**config.mk**
```make
export PLATFORM = sky130hd
export DESIGN_NAME = hazard_scoreboard
export DESIGN_NICKNAME = d
export VERILOG_FILES = /design/src/rtl/hazard_scoreboard_pkg.sv /design/src/rtl/hazard_scoreboard_counter.sv /design/src/rtl/hazard_scoreboard.sv
export SDC_FILE = /design/constraint.sdc
export NUM_CORES = 1
export LEC_CHECK = 0
export CORE_ASPECT_RATIO = 0.8
export CORE_MARGIN = 2
export CORE_UTILIZATION = 46
export DETAILED_ROUTE_END_ITERATION = 12
export DONT_BUFFER_PORTS = 1
export SLEW_MARGIN = 5
export SYNTH_ARGS = -nofsm -noshare
export SYNTH_HDL_FRONTEND = slang
export SYNTH_SLANG_ARGS = --single-unit
```
**constraint.sdc**
```tcl
create_clock -name clk -period 3.8 [get_ports clk]
set_input_delay 0.38 -clock clk [delete_from_list [all_inputs] [get_ports clk]]
set_output_delay 0.38 -clock clk [all_outputs]
set_load 0.01 [all_outputs]
```
**src/rtl/hazard_scoreboard_pkg.sv**
```systemverilog
// Shared types and latency table for the decode-side hazard scoreboard.
package hazard_scoreboard_pkg;

    localparam int NREG     = 16;
    localparam int REG_W    = 4;
    localparam int CNT_W    = 2;
    localparam int LOAD_LAT = 1;
    localparam int MUL_LAT  = 3;

    typedef enum logic [1:0] {
        LAT_ALU,
        LAT_LOAD,
        LAT_MUL,
        LAT_RSVD
    } lat_class_e;

    // Reserved class behaves as a multiply so unknown long ops stay safe.
    function automatic logic [CNT_W-1:0] lat_of(input lat_class_e c);
        case (c)
            LAT_ALU:  lat_of = '0;
            LAT_LOAD: lat_of = CNT_W'(LOAD_LAT);
            default:  lat_of = CNT_W'(MUL_LAT);
        endcase
    endfunction

endpackage

```
**src/rtl/hazard_scoreboard_counter.sv**
```systemverilog
// Per-entry countdown of cycles until a pending result becomes forwardable.
// Latency: busy reflects the register value; load takes effect on the next edge.
// Backpressure: none; load has priority over the self-decrement.
module reg_lat_counter #(
    parameter int W = 2
) (
    input  logic         clk,
    input  logic         rst_n,
    input  logic         load,
    input  logic [W-1:0] load_val,
    output logic [W-1:0] cnt,
    output logic         busy
);

    always_ff @(posedge clk or negedge rst_n) begin
        if (!rst_n) begin
            cnt <= '0;
        end else if (load) begin
            cnt <= load_val;
        end else if (cnt != '0) begin
            cnt <= cnt - 1'b1;
        end
    end

    assign busy = (cnt != '0);

endmodule

```
**src/rtl/hazard_scoreboard.sv**
```systemverilog
// Tracks in-flight register writes and stalls decode on RAW, WAW and multiplier hazards.
// Latency: stall is combinational from decode fields; busy_mask/stall_cnt are registered.
// Backpressure: stall holds fetch/decode and injects an EX bubble; flush drops the decode slot.
module hazard_scoreboard
    import hazard_scoreboard_pkg::*;
(
    input  logic              clk,
    input  logic              rst_n,
    input  logic              id_valid,
    input  logic [REG_W-1:0]  id_src_a,
    input  logic [REG_W-1:0]  id_src_b,
    input  logic              id_use_a,
    input  logic              id_use_b,
    input  logic              id_wr_en,
    input  logic [REG_W-1:0]  id_dest,
    input  logic [1:0]        id_lat,
    input  logic              ex_flush,
    output logic              stall,
    output logic [NREG-1:0]   busy_mask,
    output logic [15:0]       stall_cnt
);

    // Entries 0..NREG-1 are registers; entry NREG is the shared multiplier.
    logic [CNT_W-1:0] cnt [NREG+1];
    logic [NREG:0]    nz;
    logic [CNT_W-1:0] id_lat_cyc;
    logic             is_mul;
    logic             raw_a;
    logic             raw_b;
    logic             waw;
    logic             mul_hold;
    logic             issue;

    assign id_lat_cyc = lat_of(lat_class_e'(id_lat));
    assign is_mul     = id_lat[1];

    // Hazards read the pre-edge counters, so src == dest sees the older write.
    assign raw_a    = id_use_a & nz[{1'b0, id_src_a}];
    assign raw_b    = id_use_b & nz[{1'b0, id_src_b}];
    assign waw      = id_wr_en & (cnt[{1'b0, id_dest}] > id_lat_cyc);
    assign mul_hold = is_mul & nz[NREG];

    assign stall = rst_n & id_valid & ~ex_flush & (raw_a | raw_b | waw | mul_hold);
    assign issue = id_valid & ~stall & ~ex_flush;

    for (genvar r = 0; r <= NREG; r++) begin : g_cnt
        logic             ld;
        logic [CNT_W-1:0] ld_val;

        if (r < NREG) begin : g_reg
            assign ld     = issue & id_wr_en & (id_dest == REG_W'(r));
            assign ld_val = id_lat_cyc;
        end else begin : g_mul
            assign ld     = issue & is_mul;
            assign ld_val = CNT_W'(MUL_LAT);
        end

        reg_lat_counter #(.W(CNT_W)) u_cnt (
            .clk      (clk),
            .rst_n    (rst_n),
            .load     (ld),
            .load_val (ld_val),
            .cnt      (cnt[r]),
            .busy     (nz[r])
        );
    end

    assign busy_mask = nz[NREG-1:0];

    always_ff @(posedge clk or negedge rst_n) begin
        if (!rst_n) begin
            stall_cnt <= '0;
        end else if (stall && (stall_cnt != 16'hFFFF)) begin
            stall_cnt <= stall_cnt + 16'd1;
        end
    end

endmodule
```
==> flow_results.org, run 1 <==
** CTS
- Clock-pin slew was measured on the worst setup and hold paths at 0.10 ns.
- Counting the buffers created by CTS gives 5.
- CTS placed an instance of clkbuf_8 at the clock tree root.
- After clock tree synthesis, the setup repair step added 0 buffers.
- Clock tree buffer depth :: 2
- In this run the number of H-tree levels came out at 2.
- Number of clock sinks :: 50
- CTS tree :: yes
- The later pin in the worst-skew pair is clocked with a latency of 0.31 ns.

** Worst hold path
- Cell depth of the worst min-delay path :: 1
- Source of the worst hold timing path :: id_lat[1]
- Class of the tightest hold or removal check :: input port to flip-flop
- The path with the worst hold slack has its endpoint at g_cnt[5].u_cnt.cnt[1].

** Synth
- Post-Synthesis Net Count :: 392
- After synthesis, the mean cell area works out to 10.66 um^2.
- Count of warnings emitted by yosys :: 0
- Sequential elements use 33.44% of the synthesized area.
- Yosys mapped the design onto 50 distinct sky130hd cell types.
- Summed over all instances, the cell type with the most area after synthesis is dfrtp_1.
- For this run, the leading register cell type out of synthesis is dfrtp_1.
- After synthesis, the share of flip-flops with an asynchronous set or reset is 100.0%.
- Post-synthesis cell area :: 0.003741 mm^2
- Flip-flop and latch count after synthesis :: 50
- Number of flops mapped to enable cells by yosys :: 0
- Synth area leaders :: dfrtp_1 33%, mux2i_1 9.4%, mux4_2 7.2%, ha_1 6.7%, inv_1 5.6%
- After technology mapping, the gate count stands at 351.
- In this run the biggest area consumer among cell types represents 33.44% of the synthesized area.

** STA
- Fmax :: 273.1 MHz
- In the finished design, the share of the clock period the worst path needs comes to 96.35%.
- Measured against its own limit, the worst slew margin works out to 40.23%.
- The worst path in the final design needs a cycle of 3.661 ns, including I/O delays and setup.
- Once routing completed, OpenROAD measured the worst setup slack at 0.1387 ns.
- The number of pins exceeding their max-slew limit in the final report came to 0.
- Total negative slack :: 0 ns
- Setup repair after global routing missed its margin :: false
- For the pin with the worst max-slew slack, the measured transition is 0.8965 ns.
- Number of setup violations in the final report :: 0
- The final hold violation count is 0.
- Clock skew on the completed layout was measured at 0.01214 ns.

** Power
- Leakage power figure :: 0.001725 uW
- Final Power :: 2711 uW
- VDD sags by at most 0.3344 mV.
- Power spread over the standard cell area amounts to 710.3 mW/mm^2.

** GRT
- Wire length of the first global-routing pass :: 14350 um
- Maximum number of pins on one net before global-route repair :: 51
- Antenna violations before repair :: 0
- The number of global-route vias before repair came to 2478.
- Summed over all layers, the global routing overflow is 0.
- GRT Total Usage :: 20.85%

** Layout
- The library cell used most frequently in the layout, excluding fill and tap cells, is inv_1.
- The count of cells in the finished layout, fillers not included, comes to 442.
- Relative area change from synthesis to final layout :: 2.040%
- Post-route cell area :: 0.003817 mm^2
- The repair_antennas step left the layout with diodes totalling 0.
- Of the cells placed in the final design, the portion with a size suffix greater than 1 is 16.17%.
- Final net count :: 376
- In the layout the commonest cells are 56 x inv_1, 50 x dfrtp_1, 35 x mux2i_1.

** Setup path
- For this design, the slowest cell found on the critical path is mux4_2.
- Cells along the critical path :: mux4_2 > mux4_2 > ha_1 > nor2b_1 > o211ai_1 > nand2_1 > o311ai_2 > o32ai_4 > buf_4 > nor3_2 > mux2_1
- Among cell families on the critical path, the largest total delay comes from multiplexers.
- Of all nets on the critical path, the largest fanout is 12.
- Internal reg-to-reg setup slack :: 0.14 ns
- Critical Path Source :: g_cnt[9].u_cnt.cnt[1]
- Data arrival time of the worst path :: 3.85 ns
- Kind of end point of the critical path :: flip-flop
- Most frequent cell on the critical path :: mux4_2
- For the worst setup path, the data required time is 3.99 ns.
- Endpoint of the worst register-to-register path :: g_cnt[14].u_cnt.cnt[1]
- Counting both buffers and inverters, the worst setup path holds a total of 1.
- Counting cells, the worst reg-to-reg path comes to 11.
- Largest stage delay on the critical path :: 0.47 ns
- Sort of element at the start of the critical path :: flip-flop
- Worst setup path category :: flip-flop to flip-flop
- The startpoint identified for the worst register-to-register timing path is g_cnt[9].u_cnt.cnt[1].

** Die
- The die covers 0.008874 mm^2.
- Boundary pin count :: 54
- Core outline area :: 0.007910 mm^2
- Vertical extent of the die :: 84.66 um
- Die X-Extent :: 104.8 um
- Core Rows :: 29
- The initial utilization of the core area, before any placement, comes to 47.30%.

** Placement
- Placer's final routability congestion estimate :: 0.8548
- Post-Place Setup Slack :: 0.1324 ns
- Placed Cells :: 434
- Detailed placement HPWL :: 6539 um
- Once placement finished, the instance area stood at 0.003685 mm^2.
- Number of port buffers :: 0

** Route
- For this block, the initial DRC count from the detailed router was 132.
- Residual DRC count :: 0
- Dividing the detail-routed wire length by the instance count gives 19.45 um.
- Once detail routing completed, the nets flagged for antenna violations numbered 0.
- Vias per Instance :: 5.581
- The routed layout has 2467 vias.
- The first detailed-routing pass took 4 iterations.
- Routed WL :: 8598 um

** Status
- Outcome :: completed

** Flow run
- Number of max-cap violations :: 0
## cell type report
type,instances,area [um^2]
Inverter,56,210.2
Timing Repair Buffer,6,67.56
Sequential cell,50,1251
Multi-Input combinational cell,216,2071
Fill cell,785,4093
Clock buffer,6,82.58
Tap cell,108,135.1
## logic make-up (layout without fill, tap and decap cells)
group | Yosys count | after routing | share of synthesized area (%)
adder cells (fa/ha/maj) | 20 | 20 | 6.689
buffers and inverters | 85 | 68 | 11.84
flip-flops | 50 | 50 | 33.44
AND/OR/NAND/NOR | 75 | 75 | 13.38
AO/OA/AOI/OAI | 26 | 26 | 4.682
multiplexers | 64 | 64 | 22.51
XOR/XNOR | 31 | 31 | 7.458
## worst max path at each step
stage                                   endpoint  slack (ns)  cells past startpoint
after detailed placement   g_cnt[6].u_cnt.cnt[1]        0.13                     11
after global placement     g_cnt[6].u_cnt.cnt[1]        0.21                     11
after global routing       g_cnt[2].u_cnt.cnt[1]       0.007                     11
after floorplan           g_cnt[15].u_cnt.cnt[1]        0.01                     12
final                     g_cnt[14].u_cnt.cnt[1]        0.14                     11
after CTS                 g_cnt[14].u_cnt.cnt[1]        0.11                     11
## metrics by stage
| stage | hold slack [ns] | util, % |
|---|---|---|
| after floorplan | 0.08441 | - |
| after global placement | 0.08557 | 46.58 |
| after detailed placement | 0.08578 | 46.58 |
| after CTS | 0.1985 | 48.10 |
| after global routing | 0.1975 | 48.26 |
| final | 0.1971 | 48.26 |
## routing by layer
layer	wire length, um	part of all wire, %	track usage, %	vias up
li1	-	-	-	1165
met1	4167	48	31.22	1235
met2	3887	45	30.70	58
met3	468	5.4	4.969	9
met4	74	0.86	4.727	0
met5	0	0	0	-
## Yosys cell counts (2+ instances only)
library cell and number:
nand3_1 3, mux2i_1 35, nand2b_1 3, mux2_1 11
o21ai_0 3, ha_1 20, mux4_2 12, nand3_2 6
o2111ai_1 2, mux2_2 4, xor2_1 18, a21oi_1 8
xnor2_1 12, a31oi_1 2, mux4_1 2, buf_6 3
nor2_1 13, nor2b_1 2, clkbuf_1 4, nor3_2 11
buf_4 17, and4_1 3, inv_1 56, and3_1 3
nor3_1 5, buf_2 2, nand4_1 5, dfrtp_1 50
o22ai_1 2, nand3b_1 2, o31ai_1 3, nand2_1 11
## repair_timing
action,in CTS,in global routing
endpoints found under the setup margin,0,22
hold endpoints to repair,50,0
hold buffers,2,0
resized for setup,0,2
## where the power goes
group | switching (uW) | internal [uW] | leakage, uW
Sequential | 212 | 763 | 0.000609
Combinational | 743 | 674 | 0.00107
Clock | 178 | 141 | 0.0000431
Total | 1130 | 1580 | 0.00173
## registers in the layout (all words and copies together) (netlist names)
name and flops:
stall_cnt 16, g_cnt.u_cnt.cnt 34
Note: power is estimated with default switching activity, not from simulation.
==> run 2, diff against run 1 <==
SLEW_MARGIN = not set   (was 5)
clock period = 3.68 ns   (was 3.8 ns; I/O delays follow)
==> run 2 against run 1 <==
Against the previous run:
- clock-buffer cell count fell by 1
- largest cell class unchanged
- sequential share of layout area fell by 1.3 points
- setup slack got worse by 0.051 ns
- die area stayed put
- cell count increased by 3.2%
- highest routed layer unchanged
- design area is 4.1% higher
- register-to-register slack worse by 0.05 ns
- maximum frequency increased by 1.9%
==> flow_results.org, run 2 (synthesized netlist as in run 1, its figures left out) <==
** Placement
- Placer's final routability congestion estimate :: 0.8167 (-4.5%)
- The total of buffers placed on input and output ports came to 0 (unchanged).
- Detailed placement HPWL :: 6469 um (-1.1%)
- Post-Place Setup Slack :: -0.05415 ns (-0.1865 ns)
- The total instance count after detailed placement was 445 (+2.5%).

** Setup path
- The critical path is of the flip-flop to flip-flop type.
- Length in cells of the worst reg-to-reg path :: 11 (unchanged)
- FF-to-FF Start :: g_cnt[1].u_cnt.cnt[1]
- CP required :: 3.89 ns (-0.10 ns)
- The register-to-register setup slack came to 0.09 ns (-0.05 ns).
- Data arrival time of the worst path :: 3.80 ns (-0.05 ns)
- Critical Path Fanout Max :: 17 (+5)
- The worst setup path is launched from a flip-flop.
- Endpoint of the worst register-to-register path :: g_cnt[14].u_cnt.cnt[1]
- STA classifies the critical path endpoint as a flip-flop.

** CTS
- Number of buffers added by the clock tree synthesis step :: 5 (unchanged)
- The maximum level of the CTS H-tree came to 2 (unchanged).
- Number of clock sinks :: 50 (unchanged)
- CTS Root Cell :: clkbuf_8
- TritonCTS built the clock tree.
- The clock latency on the worst-skew pair was 0.32 ns (about the same).
- Clk pin slew, worst setup/hold paths :: 0.10 ns (about the same)
- The worst-case clock buffer depth is 2 (unchanged).

** Layout
- Commonest non-fill, non-tap cell in the layout :: inv_1
- The flip-flop count of the largest register after layout was 34 (unchanged).
- The multi-input gate area in the final layout was 0.002100 mm^2 (+1.4%).
- The post-layout instance count excluding filler cells is 456 (+3.2%).
- The flip-flop and latch area is 0.001251 mm^2 (unchanged).
- g_cnt.u_cnt.cnt holds more flip-flops than any other register.
- Biggest regs :: g_cnt.u_cnt.cnt (34), stall_cnt (16)
- Relative area change from synthesis to final layout :: 6.254%
- The ratio of cells with drive above 1 in the final layout is 19.83% (+3.7 points).
- Core occupancy in the finished layout :: 50.25% (+2.0 points)
- The antenna diode count is 0 (unchanged).
- Commonest non-fill, non-tap cells in the layout :: 56 x inv_1, 50 x dfrtp_1, 35 x mux2i_1
- The number of nets in the final layout was 388 (+3.2%).
- The layout filler cell count was 735 (-6.4%).

** Die
- The number of rows created at floorplan was 29 (unchanged).
- The overall die area is 0.008874 mm^2 (unchanged).
- Core outline area :: 0.007910 mm^2 (unchanged)
- The starting density of the core is 47.30% (unchanged).
- Boundary pin count :: 54 (unchanged)
- Vertical extent of the die :: 84.66 um (unchanged)
- The x dimension of the die is 104.8 um (unchanged).

** GRT
- After global routing, the most crowded layer is met2.
- Wire length of the first global-routing pass :: 13990 um (-2.5%)
- GRT met3 Usage :: 5.590% (+0.62 points)
- Total grt overflow :: 0 (unchanged)
- The initial antenna violation count is 0 (unchanged).
- Vias in the first global route :: 2538 (+2.4%)
- Met2 Usage GRT :: 31.76% (+1.1 points)
- GRT Total Usage :: 20.28% (-0.58 points)
- The largest net degree at the start of global routing came to 51 (unchanged).
- The global routing met1 resource utilization is 27.77% (-3.4 points).

** Status
- Outcome :: completed

** STA
- The ratio of final minimum period to clock period came to 97.63% (+1.3 points).
- The maximum clock frequency is 278.3 MHz (+1.9%).
- The final-layout setup total negative slack came to 0 ns (unchanged).
- The worst setup margin was 0.08734 ns (-0.05138 ns).
- Transition time at the pin with the least slew margin :: 0.8666 ns (-0.02984 ns)
- Tightest slew margin relative to the limit :: 42.22% (+2.0 points)
- Final hold violation count :: 0 (unchanged)
- Number of setup violations in the final report :: 0 (unchanged)
- Number of max-slew violations in the final report :: 0 (unchanged)
- Minimum clock period after layout :: 3.593 ns (-0.06862 ns)
- Clock Skew :: 0.005847 ns (-0.006288 ns)
- Setup repair after global routing could not meet its margin everywhere.

** Route
- The antenna violation net count after detailed routing came to 0 (unchanged).
- Average wire per standard cell :: 18.73 um (-3.7%)
- Routed WL :: 8540 um (-0.67%)
- The number of DRC markers after the initial detailed-route iteration came to 139 (+5.3%).
- The number of optimization iterations in the first detailed-route pass was 4 (unchanged).
- The detailed-route DRC error count was 0 (unchanged).
- The total via count in the routed design was 2542 (+3.0%).
- Vias per Instance :: 5.575 (-0.12%)

** Worst hold path
- The startpoint identified for the worst hold timing path is id_lat[1].
- Worst hold endpoint :: g_cnt[6].u_cnt.cnt[1]
- Class of the tightest hold or removal check :: input port to flip-flop
- The worst hold path stage count is 1 (unchanged).

** Flow run
- Number of max-cap violations :: 0 (unchanged)

** Power
- The power density over cell area is 723.1 mW/mm^2 (+1.8%).
- Leakage power figure :: 0.001814 uW (+5.1%)
- The maximum ir drop on the vdd rail is 0.3413 mV (+2.1%).
- The overall power is 2875 uW (+6.0%).
-- run 2: cell types whose count changed in the layout (fill, tap and decap cells not counted), moves of 2 or more --
cell      before  now
buf_4          4   15
clkinv_2       0    2
nor3_2        12   10
nor3_4         0    2
-- run 2: cell type report --
cell class	instances	area share [%]
clock buffers	5	1.731
clock inverters	3	1.007
inverters	56	5.288
multi-input cells	216	52.82
flip-flops and latches	50	31.48
well taps	108	3.399
repair buffers	18	4.281
-- run 2: repair_timing --
action,in CTS,in global routing
setup endpoints to repair,9,15
pin swaps,1,0
hold buffers,2,0
gates resized for setup,1,5
buffers inserted,1,0
endpoints found under the hold margin,50,0
-- run 2: per-layer routing --
metal	vias to the layer above	part of all wire [%]
met5	-	0
met2	59	46
li1	1195	-
met4	0	0.95
met1	1281	47
met3	7	6.0
-- run 2: critical path, stage by stage, from the launching register on --
cell and delay [ns]:
dfrtp_1 0.41, mux4_2 0.49, mux4_2 0.47, ha_1 0.30, nor2b_1 0.13, o211ai_1 0.21, nand2_1 0.17, o311ai_4 0.33
o32ai_4 0.16, buf_12 0.19, nor3_2 0.29, mux2_1 0.35
-- run 2: power breakdown --
| group | switching (uW) | internal (uW) | total, uW |
|---|---|---|---|
| Combinational | 780 | 704 | 1480 |
| Sequential | 203 | 788 | 991 |
| Clock | 199 | 201 | 399 |
| Total | 1180 | 1690 | 2870 |
-- run 2: worst max path at each step --
stage,startpoint,endpoint,depth (start not counted)
after floorplan,id_dest[0],g_cnt[2].u_cnt.cnt[1],12
after global placement,id_dest[0],g_cnt[14].u_cnt.cnt[1],10
after detailed placement,id_dest[0],g_cnt[12].u_cnt.cnt[1],10
after CTS,g_cnt[3].u_cnt.cnt[1],g_cnt[12].u_cnt.cnt[1],11
after global routing,g_cnt[15].u_cnt.cnt[1],g_cnt[3].u_cnt.cnt[1],11
final,g_cnt[1].u_cnt.cnt[1],g_cnt[14].u_cnt.cnt[1],11
-- run 2: per-stage QoR --
step / hold slack (ns) / instance area (um^2)
2_1_floorplan: 0.07241 / 3742
3_3_place_gp: 0.07388 / 3767
3_5_place_dp: 0.07366 / 3767
4_1_cts: 0.1750 / 3941
5_1_grt: 0.1674 / 3975
6_report: 0.1838 / 3975
